--- src/rtl/sha256_msg_ctrl.sv ---
// rtl/sha256_msg_ctrl.sv - SHA-256 message padder and block sequencer in front of sha256_engine
// Optional SHA256_MSG_CTRL_BSWAP_EN: input words arrive little-endian and are byte-swapped on entry.

module sha256_msg_ctrl (
    input  logic         clk,
    input  logic         rst,
    input  logic         start_i,
    input  logic [31:0]  len_i,
    output logic         busy_o,
    input  logic         s_vld_i,
    input  logic [31:0]  s_dat_i,
    output logic         s_rdy_o,
    output logic         fifo_wr_en_o,
    output logic [31:0]  fifo_wr_dat_o,
    input  logic         fifo_full_i,
    output logic         eng_rst_o,
    output logic         eng_start_o,
    input  logic         eng_ready_i,
    input  logic         eng_valid_i,
    input  logic [255:0] eng_hash_i,
    output logic [255:0] hash_o,
    output logic         hash_vld_o
);

    typedef enum logic [2:0] {
        S_IDLE,
        S_ERST,
        S_FILL,
        S_KICK,
        S_WAIT,
        S_FIN,
        S_DONE
    } state_t;

    state_t         state_q, state_d;
    logic [31:0]    len_q, len_d;
    logic [30:0]    n_words_q, n_words_d;
    logic [30:0]    m_q, m_d;
    logic [3:0]     j_q, j_d;
    logic [26:0]    blk_left_q, blk_left_d;
    logic           erst_cnt_q, erst_cnt_d;
    logic           wr_en_d;
    logic [31:0]    wr_dat_d;
    logic           eng_start_d;
    logic [255:0]   hash_d;
    logic           hash_vld_d;

    logic [31:0]    in_word;
    logic [31:0]    pad_word;
    logic           has_data;
    logic           last_word;
    logic           last_blk;
    logic           accept;

    always_comb begin
`ifdef SHA256_MSG_CTRL_BSWAP_EN
        in_word = {s_dat_i[7:0], s_dat_i[15:8], s_dat_i[23:16], s_dat_i[31:24]};
`else
        in_word = s_dat_i;
`endif
    end

    assign has_data  = (m_q < n_words_q);
    assign last_word = ((m_q + 31'd1) == n_words_q);
    assign last_blk  = (blk_left_q == 27'd0);

    // Length words win in the last block; block count guarantees data and marker end before j=14.
    always_comb begin
        pad_word = 32'h0;
        if (last_blk && (j_q == 4'd14)) begin
            pad_word = {29'b0, len_q[31:29]};
        end else if (last_blk && (j_q == 4'd15)) begin
            pad_word = {len_q[28:0], 3'b0};
        end else if (has_data) begin
            pad_word = in_word;
            if (last_word) begin
                case (len_q[1:0])
                    2'd1:    pad_word = {in_word[31:24], 8'h80, 16'h0};
                    2'd2:    pad_word = {in_word[31:16], 8'h80, 8'h0};
                    2'd3:    pad_word = {in_word[31:8], 8'h80};
                    default: pad_word = in_word;
                endcase
            end
        end else if ((m_q == n_words_q) && (len_q[1:0] == 2'd0)) begin
            pad_word = 32'h8000_0000;
        end
    end

    assign accept    = (state_q == S_FILL) && !fifo_full_i && (!has_data || s_vld_i);
    assign s_rdy_o   = (state_q == S_FILL) && has_data && !fifo_full_i;
    assign busy_o    = (state_q != S_IDLE) && (state_q != S_DONE);
    assign eng_rst_o = (state_q == S_IDLE) || (state_q == S_ERST);

    always_comb begin
        state_d     = state_q;
        len_d       = len_q;
        n_words_d   = n_words_q;
        m_d         = m_q;
        j_d         = j_q;
        blk_left_d  = blk_left_q;
        erst_cnt_d  = erst_cnt_q;
        wr_en_d     = 1'b0;
        wr_dat_d    = fifo_wr_dat_o;
        eng_start_d = 1'b0;
        hash_d      = hash_o;
        hash_vld_d  = hash_vld_o;

        case (state_q)
            S_IDLE: begin
                if (start_i) begin
                    len_d      = len_i;
                    n_words_d  = {1'b0, len_i[31:2]} + {30'b0, |len_i[1:0]};
                    blk_left_d = {1'b0, len_i[31:6]} + {26'b0, (len_i[5:0] >= 6'd56)};
                    m_d        = 31'd0;
                    j_d        = 4'd0;
                    erst_cnt_d = 1'b0;
                    hash_vld_d = 1'b0;
                    state_d    = S_ERST;
                end
            end
            S_ERST: begin
                erst_cnt_d = 1'b1;
                if (erst_cnt_q) begin
                    state_d = S_FILL;
                end
            end
            S_FILL: begin
                if (accept) begin
                    wr_en_d  = 1'b1;
                    wr_dat_d = pad_word;
                    m_d      = m_q + 31'd1;
                    j_d      = j_q + 4'd1;
                    if (j_q == 4'd15) begin
                        state_d = S_KICK;
                    end
                end
            end
            S_KICK: begin
                eng_start_d = 1'b1;
                if (eng_start_o && !eng_ready_i) begin
                    eng_start_d = 1'b0;
                    state_d     = S_WAIT;
                end
            end
            S_WAIT: begin
                if (eng_ready_i) begin
                    if (!last_blk) begin
                        blk_left_d = blk_left_q - 27'd1;
                        j_d        = 4'd0;
                        state_d    = S_FILL;
                    end else begin
                        state_d = S_FIN;
                    end
                end
            end
            S_FIN: begin
                if (eng_valid_i) begin
                    hash_d     = eng_hash_i;
                    hash_vld_d = 1'b1;
                    state_d    = S_DONE;
                end
            end
            S_DONE: begin
                state_d = S_IDLE;
            end
            default: begin
                state_d = S_IDLE;
            end
        endcase
    end

    always_ff @(posedge clk) begin
        if (rst) begin
            state_q       <= S_IDLE;
            len_q         <= 32'h0;
            n_words_q     <= 31'h0;
            m_q           <= 31'h0;
            j_q           <= 4'h0;
            blk_left_q    <= 27'h0;
            erst_cnt_q    <= 1'b0;
            fifo_wr_en_o  <= 1'b0;
            fifo_wr_dat_o <= 32'h0;
            eng_start_o   <= 1'b0;
            hash_o        <= 256'h0;
            hash_vld_o    <= 1'b0;
        end else begin
            state_q       <= state_d;
            len_q         <= len_d;
            n_words_q     <= n_words_d;
            m_q           <= m_d;
            j_q           <= j_d;
            blk_left_q    <= blk_left_d;
            erst_cnt_q    <= erst_cnt_d;
            fifo_wr_en_o  <= wr_en_d;
            fifo_wr_dat_o <= wr_dat_d;
            eng_start_o   <= eng_start_d;
            hash_o        <= hash_d;
            hash_vld_o    <= hash_vld_d;
        end
    end

endmodule

--- config.mk ---
export PLATFORM = sky130hd
export DESIGN_NAME = sha256_msg_ctrl
export DESIGN_NICKNAME = d
export VERILOG_FILES = /design/src/rtl/sha256_msg_ctrl.sv
export SDC_FILE = /design/constraint.sdc
export NUM_CORES = 1
export LEC_CHECK = 0
export ABC_AREA = 1
export ABC_CLOCK_PERIOD_IN_PS = 3100
export BUFFER_PORTS_ARGS = -buffer_cell sky130_fd_sc_hd__buf_2
export CAP_MARGIN = 25
export CELL_PAD_IN_SITES_DETAIL_PLACEMENT = 1
export CELL_PAD_IN_SITES_GLOBAL_PLACEMENT = 2
export CORE_MARGIN = 2
export CORE_UTILIZATION = 27
export DETAILED_ROUTE_END_ITERATION = 8
export HOLD_SLACK_MARGIN = 0.12
export PLACE_DENSITY_LB_ADDON = 0.1
export SETUP_SLACK_MARGIN = 0.02
export SLEW_MARGIN = 0
export SYNTH_ARGS = -nofsm -noshare
export SYNTH_HDL_FRONTEND = slang
export SYNTH_SLANG_ARGS = --single-unit
--- constraint.sdc ---
create_clock -name clk -period 3.1 [get_ports clk]
set_clock_uncertainty 0.05 [all_clocks]
set_input_delay 0.62 -clock clk [delete_from_list [all_inputs] [get_ports clk]]
set_output_delay 0.62 -clock clk [all_outputs]
set_load 0.1 [all_outputs]
==> flow_summary.ini, run 1 <==
[drt]
drt_iter0_markers = 1158
drc = 0
detail_route.wl_per_cell_um = 22.94
routed_via_density = 5.017
via_count = 23066
dr.pass1.iters = 5
drtAntennaViolNets = 0
wl_um = 105500

[critical_path]
crit_type = flop to output pin
crit_family = compound AO/OA/AOI/OAI gates
required_ns = 2.43
cp_slowest_cell = dfxtp_2
setup.worst_path.end_class = output pin
crit_buf_inv = 3
crit_chain = inv_2 > ha_4 > a21oi_2 > o31ai_2 > nand2_1 > o211ai_1 > a21oi_2 > buf_4 > nand2_4 > nor3_4 > buf_12
cpMostUsedCell = a21oi_2
crit_arrival_ns = 2.52
crit_fanout = 3
cp_slowest_stage_delay_ns = 0.32
cp-start-kind = flop

[floorplanning]
ioPinCount = 621
die_y_um = 278.2
rows = 100
fp.dieW_um = 278.2
initial_core_util = 0.2726
core_area_mm2 = 0.07445
die_area_mm2 = 0.07737

[synth]
synth_cell_type_count = 56
ys_top_cells_by_area = dfxtp_1 (41%), nand2_1 (15%), nand3_1 (10%)
synthArstFlopShare = 0
yosysWarnings = 0
synth.most_common_cell = nand2_1
synth_commonest_cells = nand2_1 (795), dfxtp_1 (420), nand3_1 (405)
ys_seq_elements = 420
seq_area_frac_synth = 0.4143
synth_edf_count = 0
yosys.area.top_type = dfxtp_1
ys.flop_type = dfxtp_1
synthCells = 2946
synth_top_area_share = 0.4143
syn_nets = 3312
syn_area_mm2 = 0.02029
avgSynthCellArea_um2 = 6.888

[clock_tree]
tritoncts = built
cts.sinks = 420
numCtsBuffers = 54
worstSkewPairLatency_ns = 0.64
clk_pin_slew_ns = 0.06
cts_root_buf = clkbuf_16
holdBufCountCts = 0
clock_path_buffers = 3
htree_num_levels = 2

[layout]
final_cells = 4598
nets = 3948
postLayoutCoreUtil = 0.3687
drive_gt1_frac = 0.2713
area_growth_pct = 35.26

[job]
max_cap_viol_count = 0

[timing]
worst_pin_slew_ns = 1.256
hold_violations = 0
drv_slew = 0
post-route-min-period_ns = 3.188
timing.final.ws_setup_ns = -0.08793
fin_crit_sh = 1.028
relSlewSlack = 0.1626
rsz0062_at_grt = yes
fin_tns_setup_ns = -0.08793
max_clock_freq_ghz = 0.3137
setup_viol = 1

[global_route]
gr-usage-all-layers = 0.2638
grt_pass1_wl_um = 155600
grt_max_degree = 205
grt_antenna_before_repair = 23
grt_overflow = 0
grt_pass1_vias = 23906

[worst_hold_path]
hold_class = input port to flop

[power_and_ir_drop]
leakagePower_nw = 11.95
vdd_drop_max_uv = 488.2
finalPower_mw = 19.68
power.density_mw_per_mm2 = 717.0

[placement]
dp_cells = 4482
io_buffer_count = 620
gp_congestion = 0.8938
dp_hpwl_um = 81400

[status]
violations = setup timing
status = finished with violations
-- registers in the layout, summed over array words and instances (netlist names) --
register / count
m_q: 31
erst_cnt_q: 1
n_words_q: 31
hash_vld_o: 1
hash_o: 256
blk_left_q: 27
fifo_wr_en_o: 1
state_q: 3
j_q: 4
len_q: 32
eng_start_o: 1
fifo_wr_dat_o: 32
-- metal layers --
layer,routed length [um],global-route usage,vias to the layer above
met5,121,0,-
met2,50810,0.4555,635
met4,3512,0.08579,18
met1,44070,0.3200,11176
met3,6961,0.06548,185
li1,-,-,11052
-- layout by cell type (no fill, tap or decap), types with 16 or more instances in the layout --
cell type and n:
buf_2 617, xor2_1 28, clkbuf_16 55, nand4_1 40, inv_1 188, buf_4 114, buf_12 18, o21ai_0 75
nor2_4 16, dfxtp_1 382, inv_2 19, nand2_1 790, nor3_1 32, nand3_1 402, dfxtp_2 29, ha_1 23
nor2_1 183, a21oi_1 380
-- through the flow --
step                setup slack, ns  hold WS, ns  area [um^2]
detailed placement         -0.07793       0.4002        25110
CTS                         -0.1657       0.1738        27350
floorplan                    0.2251       0.3747        20300
finish                     -0.08793       0.2059        27450
global route                -0.1962       0.1984        27440
global placement           -0.01426       0.3904        25110
-- layout make-up --
cell class / instances / area [um^2]
well taps: 969 / 1212
fillers: 9394 / 47000
inverters: 214 / 818.3
clock inverters: 12 / 227.7
flip-flops and latches: 420 / 8478
diodes: 9 / 22.52
clock buffers: 82 / 1608
repair buffers: 752 / 4344
multi-input cells: 2140 / 10740
-- path summary, 6_finish.rpt --
kind | slack [ns] | to | cells after the start | from
max reg2reg | 0.21 | m_q[24] | 13 | n_words_q[30]
min | 0.21 | fifo_wr_dat_o[2] | 3 | s_dat_i[2]
max | -0.09 | s_rdy_o | 11 | n_words_q[18]
min reg2reg | 0.41 | hash_vld_o | 2 | hash_vld_o
-- worst reg2reg max path, cell delays in order (launching register included) --
cell,delay (ns)
dfxtp_1,0.35
inv_2,0.09
ha_4,0.29
nand4_1,0.30
o21ai_2,0.33
a21oi_2,0.06
buf_4,0.17
buf_4,0.13
nand3b_1,0.09
nand2_2,0.16
nand2_1,0.21
buf_12,0.23
nand4_1,0.19
a21oi_1,0.16
-- report_power, final --
| group | switching [mW] | internal, mW | leakage [nW] |
|---|---|---|---|
| registers | 0.394 | 5.91 | 3.42 |
| logic | 4.95 | 1.82 | 7.63 |
| clock network | 2.63 | 3.97 | 0.895 |
| total | 7.98 | 11.7 | 11.9 |
-- logic make-up (layout without fill, tap and decap cells) --
| family | after synthesis | in the layout | synth area share |
|---|---|---|---|
| simple gates | 1528 | 1528 | 0.3295 |
| other cells | 0 | 9 | 0 |
| xor+xnor | 37 | 37 | 0.01733 |
| fa+ha+maj | 39 | 39 | 0.02405 |
| compound gates | 535 | 535 | 0.1409 |
| flops | 420 | 420 | 0.4143 |
| mux | 1 | 1 | 0.0004933 |
| buf+inv | 386 | 1060 | 0.07337 |
-- timing repair --
action	in CTS	in global routing
setup endpoints to repair	54	39
buffers inserted	13	0
resized for setup	94	25
pin swaps	26	7
No activity file was read; power rests on OpenSTA's default activity.
==> run 2: changes to the inputs <==
- BUFFER_PORTS_ARGS: -buffer_cell sky130_fd_sc_hd__buf_2 -> -buffer_cell sky130_fd_sc_hd__clkbuf_2
- CORE_MARGIN: 2 -> unset
==> run 2 against run 1 <==
  * The run still ends with setup timing left
  * Routed wire length up 0.36%
  * Fmax grew 0.55%
  * Via count down 0.28%
  * Combinational power up 4.4%
  * Largest cell class unchanged
==> flow_summary.ini, run 2 (synthesized netlist as in run 1, its figures left out) <==
[floorplanning]
die_area_mm2 = 0.07626
ioPinCount = 621
fp.dieW_um = 276.2
initial_core_util = 0.2726
die_y_um = 276.2
core_area_mm2 = 0.07445
rows = 100

[critical_path]
crit_arrival_ns = 2.50
cp_slowest_cell = dfxtp_1
setup.worst_path.end_class = output pin
cp_slowest_stage_delay_ns = 0.40
crit_type = flop to output pin
required_ns = 2.43
crit_fanout = 4
cp-start-kind = flop
crit_chain = ha_4 > a21oi_2 > o21ai_1 > a31oi_1 > o21ai_1 > a21oi_2 > buf_6 > nand2_4 > nor3_4 > buf_12

[timing]
worst_pin_slew_ns = 1.183
setup_viol = 1
post-route-min-period_ns = 3.171
max_clock_freq_ghz = 0.3154
fin_crit_sh = 1.023
relSlewSlack = 0.2112
rsz0062_at_grt = yes
drv_slew = 0
fin_tns_setup_ns = -0.07054
hold_violations = 0
timing.final.ws_setup_ns = -0.07054

[clock_tree]
htree_num_levels = 2
worstSkewPairLatency_ns = 0.63
clock_path_buffers = 3
holdBufCountCts = 0
cts.sinks = 420
clk_pin_slew_ns = 0.06
cts_root_buf = clkbuf_16
tritoncts = built
numCtsBuffers = 53

[layout]
drive_gt1_frac = 0.2746
nets = 3938
regMostFlops = hash_o
layout_commonest_cell = nand2_1
fin_area_mm2 = 0.02740
final_cell_mix = nand2_1 (791), clkbuf_2 (617), nand3_1 (401)
postLayoutCoreUtil = 0.3680
largest_reg_flops = 256
reg_top3 = hash_o (256), fifo_wr_dat_o (32), len_q (32)
area_growth_pct = 35.01

[global_route]
grt_overflow = 0
grt_pass1_vias = 23479
grt_max_degree = 201
grt_antenna_before_repair = 11
grt_pass1_wl_um = 156400
gr-usage-all-layers = 0.2699

[drt]
routed_via_density = 5.011
dr.pass1.iters = 5
drc = 0
drt_iter0_markers = 1298
drtAntennaViolNets = 0
wl_um = 105800
via_count = 23002
detail_route.wl_per_cell_um = 23.06

[placement]
gp_congestion = 0.9844
io_buffer_count = 620
place_area_mm2 = 0.02490
dp_hpwl_um = 81620

[job]
max_cap_viol_count = 0

[power_and_ir_drop]
vdd_drop_max_uv = 572.4
power.density_mw_per_mm2 = 720.3
leakagePower_nw = 11.71
finalPower_mw = 19.74

[status]
status = finished with violations
violations = setup timing

[worst_hold_path]
hold_class = input port to flop
-- run 2: changes by cell type in the layout (fill, tap and decap cells not counted), sizes merged --
cell    delta
bufinv     -2
clkinv     +7
clkbuf   +613
buf      -626
-- run 2: layout make-up --
class / count / area (um^2)
clock buffer: 78 / 1540
sequential: 420 / 8486
inverter: 214 / 819.5
antenna: 9 / 22.52
multi-input combinational: 2140 / 10810
fill: 9385 / 47050
timing repair buffer: 743 / 4297
clock inverter: 17 / 211.5
tap: 969 / 1212
-- run 2: final timing paths --
kind | from | slack (ns) | to | cells past startpoint
min reg2reg | hash_vld_o | 0.40 | hash_vld_o | 2
max | m_q[26] | -0.07 | s_rdy_o | 10
min | eng_hash_i[191] | 0.19 | hash_o[191] | 3
max reg2reg | n_words_q[2] | 0 | fifo_wr_dat_o[31] | 21
-- run 2: repair_timing --
item                                    in CTS  in global routing
buffers inserted                            26                  6
resized for setup                          106                 37
endpoints found under the setup margin      53                 37
pin swaps                                   22                  9
-- run 2: layer usage --
| metal | wire (um) | share of wire | global-route usage | vias up |
|---|---|---|---|---|
| li1 | - | - | - | 11049 |
| met1 | 45090 | 0.43 | 0.3320 | 11176 |
| met2 | 50620 | 0.48 | 0.4600 | 643 |
| met3 | 7207 | 0.068 | 0.06921 | 130 |
| met4 | 2899 | 0.027 | 0.08237 | 4 |
| met5 | 31 | 0.00029 | 0 | - |
-- run 2: per-stage QoR --
step           instances  setup WS (ns)  hold slack (ns)
2_1_floorplan       2946         0.2251           0.3747
3_3_place_gp        4455        -0.1027           0.3943
3_5_place_dp        4455       -0.08873           0.3952
4_1_cts             4575        -0.1293           0.1520
5_1_grt             4590        -0.1582           0.1714
6_report            4590       -0.07054           0.1944
-- run 2: report_power, final --
part	leakage [nW]	switching (mW)	internal, mW
registers	3.42	0.381	5.91
logic	7.42	5.12	1.95
clock network	0.866	2.68	3.69
total	11.7	8.17	11.6
-- run 2: worst max-delay path, delay by kind of cell, from the launching register on --
family	cells	cell delay, ns
simple gates	2	0.26
buf+inv	2	0.35
compound gates	5	0.61
fa+ha+maj	1	0.24
flops	1	0.40
==> run 3: changes to the inputs <==
- CTS_BUF_LIST: unset -> sky130_fd_sc_hd__clkbuf_16
==> run 3 against run 2 <==
  * The flow still finishes with violations (setup timing)
  * Sequential power about the same
  * Sequential share of layout area increased by 0.14 points
  * Via count about the same
  * Flip-flop and latch count unchanged
  * Utilization decreased by 0.17 points
  * Setup slack improved by 0.0086 ns
  * Largest cell class unchanged
  * Largest power group unchanged
==> flow_summary.ini, run 3 (synthesized netlist as in run 1, its figures left out) <==
[layout]
largest_reg_flops = 256
area_growth_pct = 34.39
regMostFlops = hash_o
nets = 3938
layout_commonest_cell = nand2_1
final_cell_mix = nand2_1 (791), clkbuf_2 (617), nand3_1 (401)
drive_gt1_frac = 0.2708
reg_top3 = hash_o (256), fifo_wr_dat_o (32), len_q (32)

[critical_path]
reg2reg_from = n_words_q[2]
cp_slowest_stage_delay_ns = 0.39
reg2reg_slack_ns = 0
crit_arrival_ns = 2.49
required_ns = 2.43
cp-start-kind = flop
crit_type = flop to output pin
setup.worst_path.end_class = output pin
crit_family = compound AO/OA/AOI/OAI gates
reg2reg_depth = 21
crit_chain = ha_4 > a21oi_2 > o21ai_1 > a31oi_1 > o21ai_1 > a21oi_2 > buf_6 > nand2_4 > nor3_4 > buf_12
r2r_end = fifo_wr_dat_o[31]
startpoint = m_q[26]
crit_buf_inv = 2
crit_fanout = 4
cp_slowest_cell = dfxtp_1

[worst_hold_path]
hold_class = input port to flop
holdPathEnd = hash_o[191]
min_from = eng_hash_i[191]
hold_depth = 3

[timing]
rsz0062_at_grt = yes
max_clock_freq_ghz = 0.3163
relSlewSlack = 0.2232
fin_tns_setup_ns = -0.06429
post-route-min-period_ns = 3.162
setup_viol = 2
timing.hold.ws_ns = 0.1908
worst_pin_slew_ns = 1.165
hold_violations = 0
timing.final.ws_setup_ns = -0.06195
drv_slew = 0
fin_crit_sh = 1.020

[global_route]
grt_max_degree = 201
grt_pass1_wl_um = 156300
gr-usage-all-layers = 0.2699
grt_overflow = 0
grt_pass1_vias = 23464
grt_antenna_before_repair = 11

[floorplanning]
ioPinCount = 621
core_area_mm2 = 0.07445
die_y_um = 276.2
die_area_mm2 = 0.07626
rows = 100
fp.dieW_um = 276.2
initial_core_util = 0.2726

[drt]
wl_um = 105800
drt_iter0_markers = 1217
routed_via_density = 5.007
detail_route.wl_per_cell_um = 23.04
drc = 0
dr.pass1.iters = 5
via_count = 22982
drtAntennaViolNets = 0

[power_and_ir_drop]
finalPower_mw = 19.38
vdd_drop_max_uv = 573.7
leakagePower_nw = 11.69
power.density_mw_per_mm2 = 710.6

[clock_tree]
cts.sinks = 420
holdBufCountCts = 0
tritoncts = built
worstSkewPairLatency_ns = 0.62
htree_num_levels = 2
clock_path_buffers = 3
cts_root_buf = clkbuf_16
numCtsBuffers = 53
clk_pin_slew_ns = 0.06

[placement]
gp_congestion = 0.9844
dp_hpwl_um = 81620
io_buffer_count = 620

[status]
violations = setup timing
status = finished with violations

[job]
max_cap_viol_count = 0
-- run 3: cell count changes in the layout (fill, tap and decap cells not counted), sizes merged --
cell,before,now
clkbuf,696,671
inv,213,226
clkinv,14,26
-- run 3: worst register-to-register path: stages, from the launching register on --
cell and delay [ns]:
dfxtp_2 0.33, inv_2 0.05, ha_4 0.26, nand2_1 0.06, buf_4 0.13, buf_4 0.12, buf_4 0.12, buf_4 0.12
buf_4 0.12, buf_4 0.12, buf_4 0.12, buf_4 0.12, buf_4 0.12, buf_4 0.12, buf_4 0.13, nor3_4 0.17
nand4_1 0.17, nand2_1 0.10, o21ai_1 0.08, nand2_1 0.11, o211ai_1 0.14, a21oi_1 0.15
-- run 3: worst max-delay path by stage --
stage	end	slack [ns]	depth (start not counted)
after global routing	s_rdy_o	-0.16	12
after CTS	s_rdy_o	-0.13	11
after detailed placement	fifo_wr_dat_o[6]	-0.09	17
final	s_rdy_o	-0.06	10
after global placement	fifo_wr_dat_o[6]	-0.10	17
after floorplan	s_rdy_o	0.23	8
-- run 3: through the flow --
stage / instances / setup WS (ns) / utilization / area (um^2)
final: 4590 / -0.06195 / 0.3663 / 27270
after global routing: 4590 / -0.1582 / 0.3663 / 27270
after CTS: 4575 / -0.1295 / 0.3638 / 27080
after detailed placement: 4455 / -0.08873 / 0.3345 / 24900
after global placement: 4455 / -0.1027 / 0.3345 / 24900
after floorplan: 2946 / 0.2251 / - / 20300
-- run 3: routing by layer --
layer  part of all wire  global-route usage
met1               0.43              0.3321
met2               0.48              0.4600
met3              0.068             0.06828
met4              0.027             0.08294
met5            0.00025                   0
-- run 3: repair_timing --
item	in CTS	in global routing
pin swaps	22	10
buffers inserted	26	6
setup endpoints to repair	51	37
gates resized for setup	105	36
-- run 3: power by group --
part | leakage [nW] | switching (mW) | total, mW | internal, mW
combinational | 7.42 | 5.11 | 7.06 | 1.95
sequential | 3.42 | 0.384 | 6.30 | 5.91
clock | 0.853 | 2.67 | 6.02 | 3.35
-- run 3: cell type report --
class,instances,area [um^2]
Timing Repair Buffer,743,4297
Inverter,214,819.5
Clock inverter,42,305.3
Antenna cell,9,22.52
Tap cell,969,1212
Sequential cell,420,8486
Fill cell,9394,47180
Clock buffer,53,1326
Multi-Input combinational cell,2140,10800
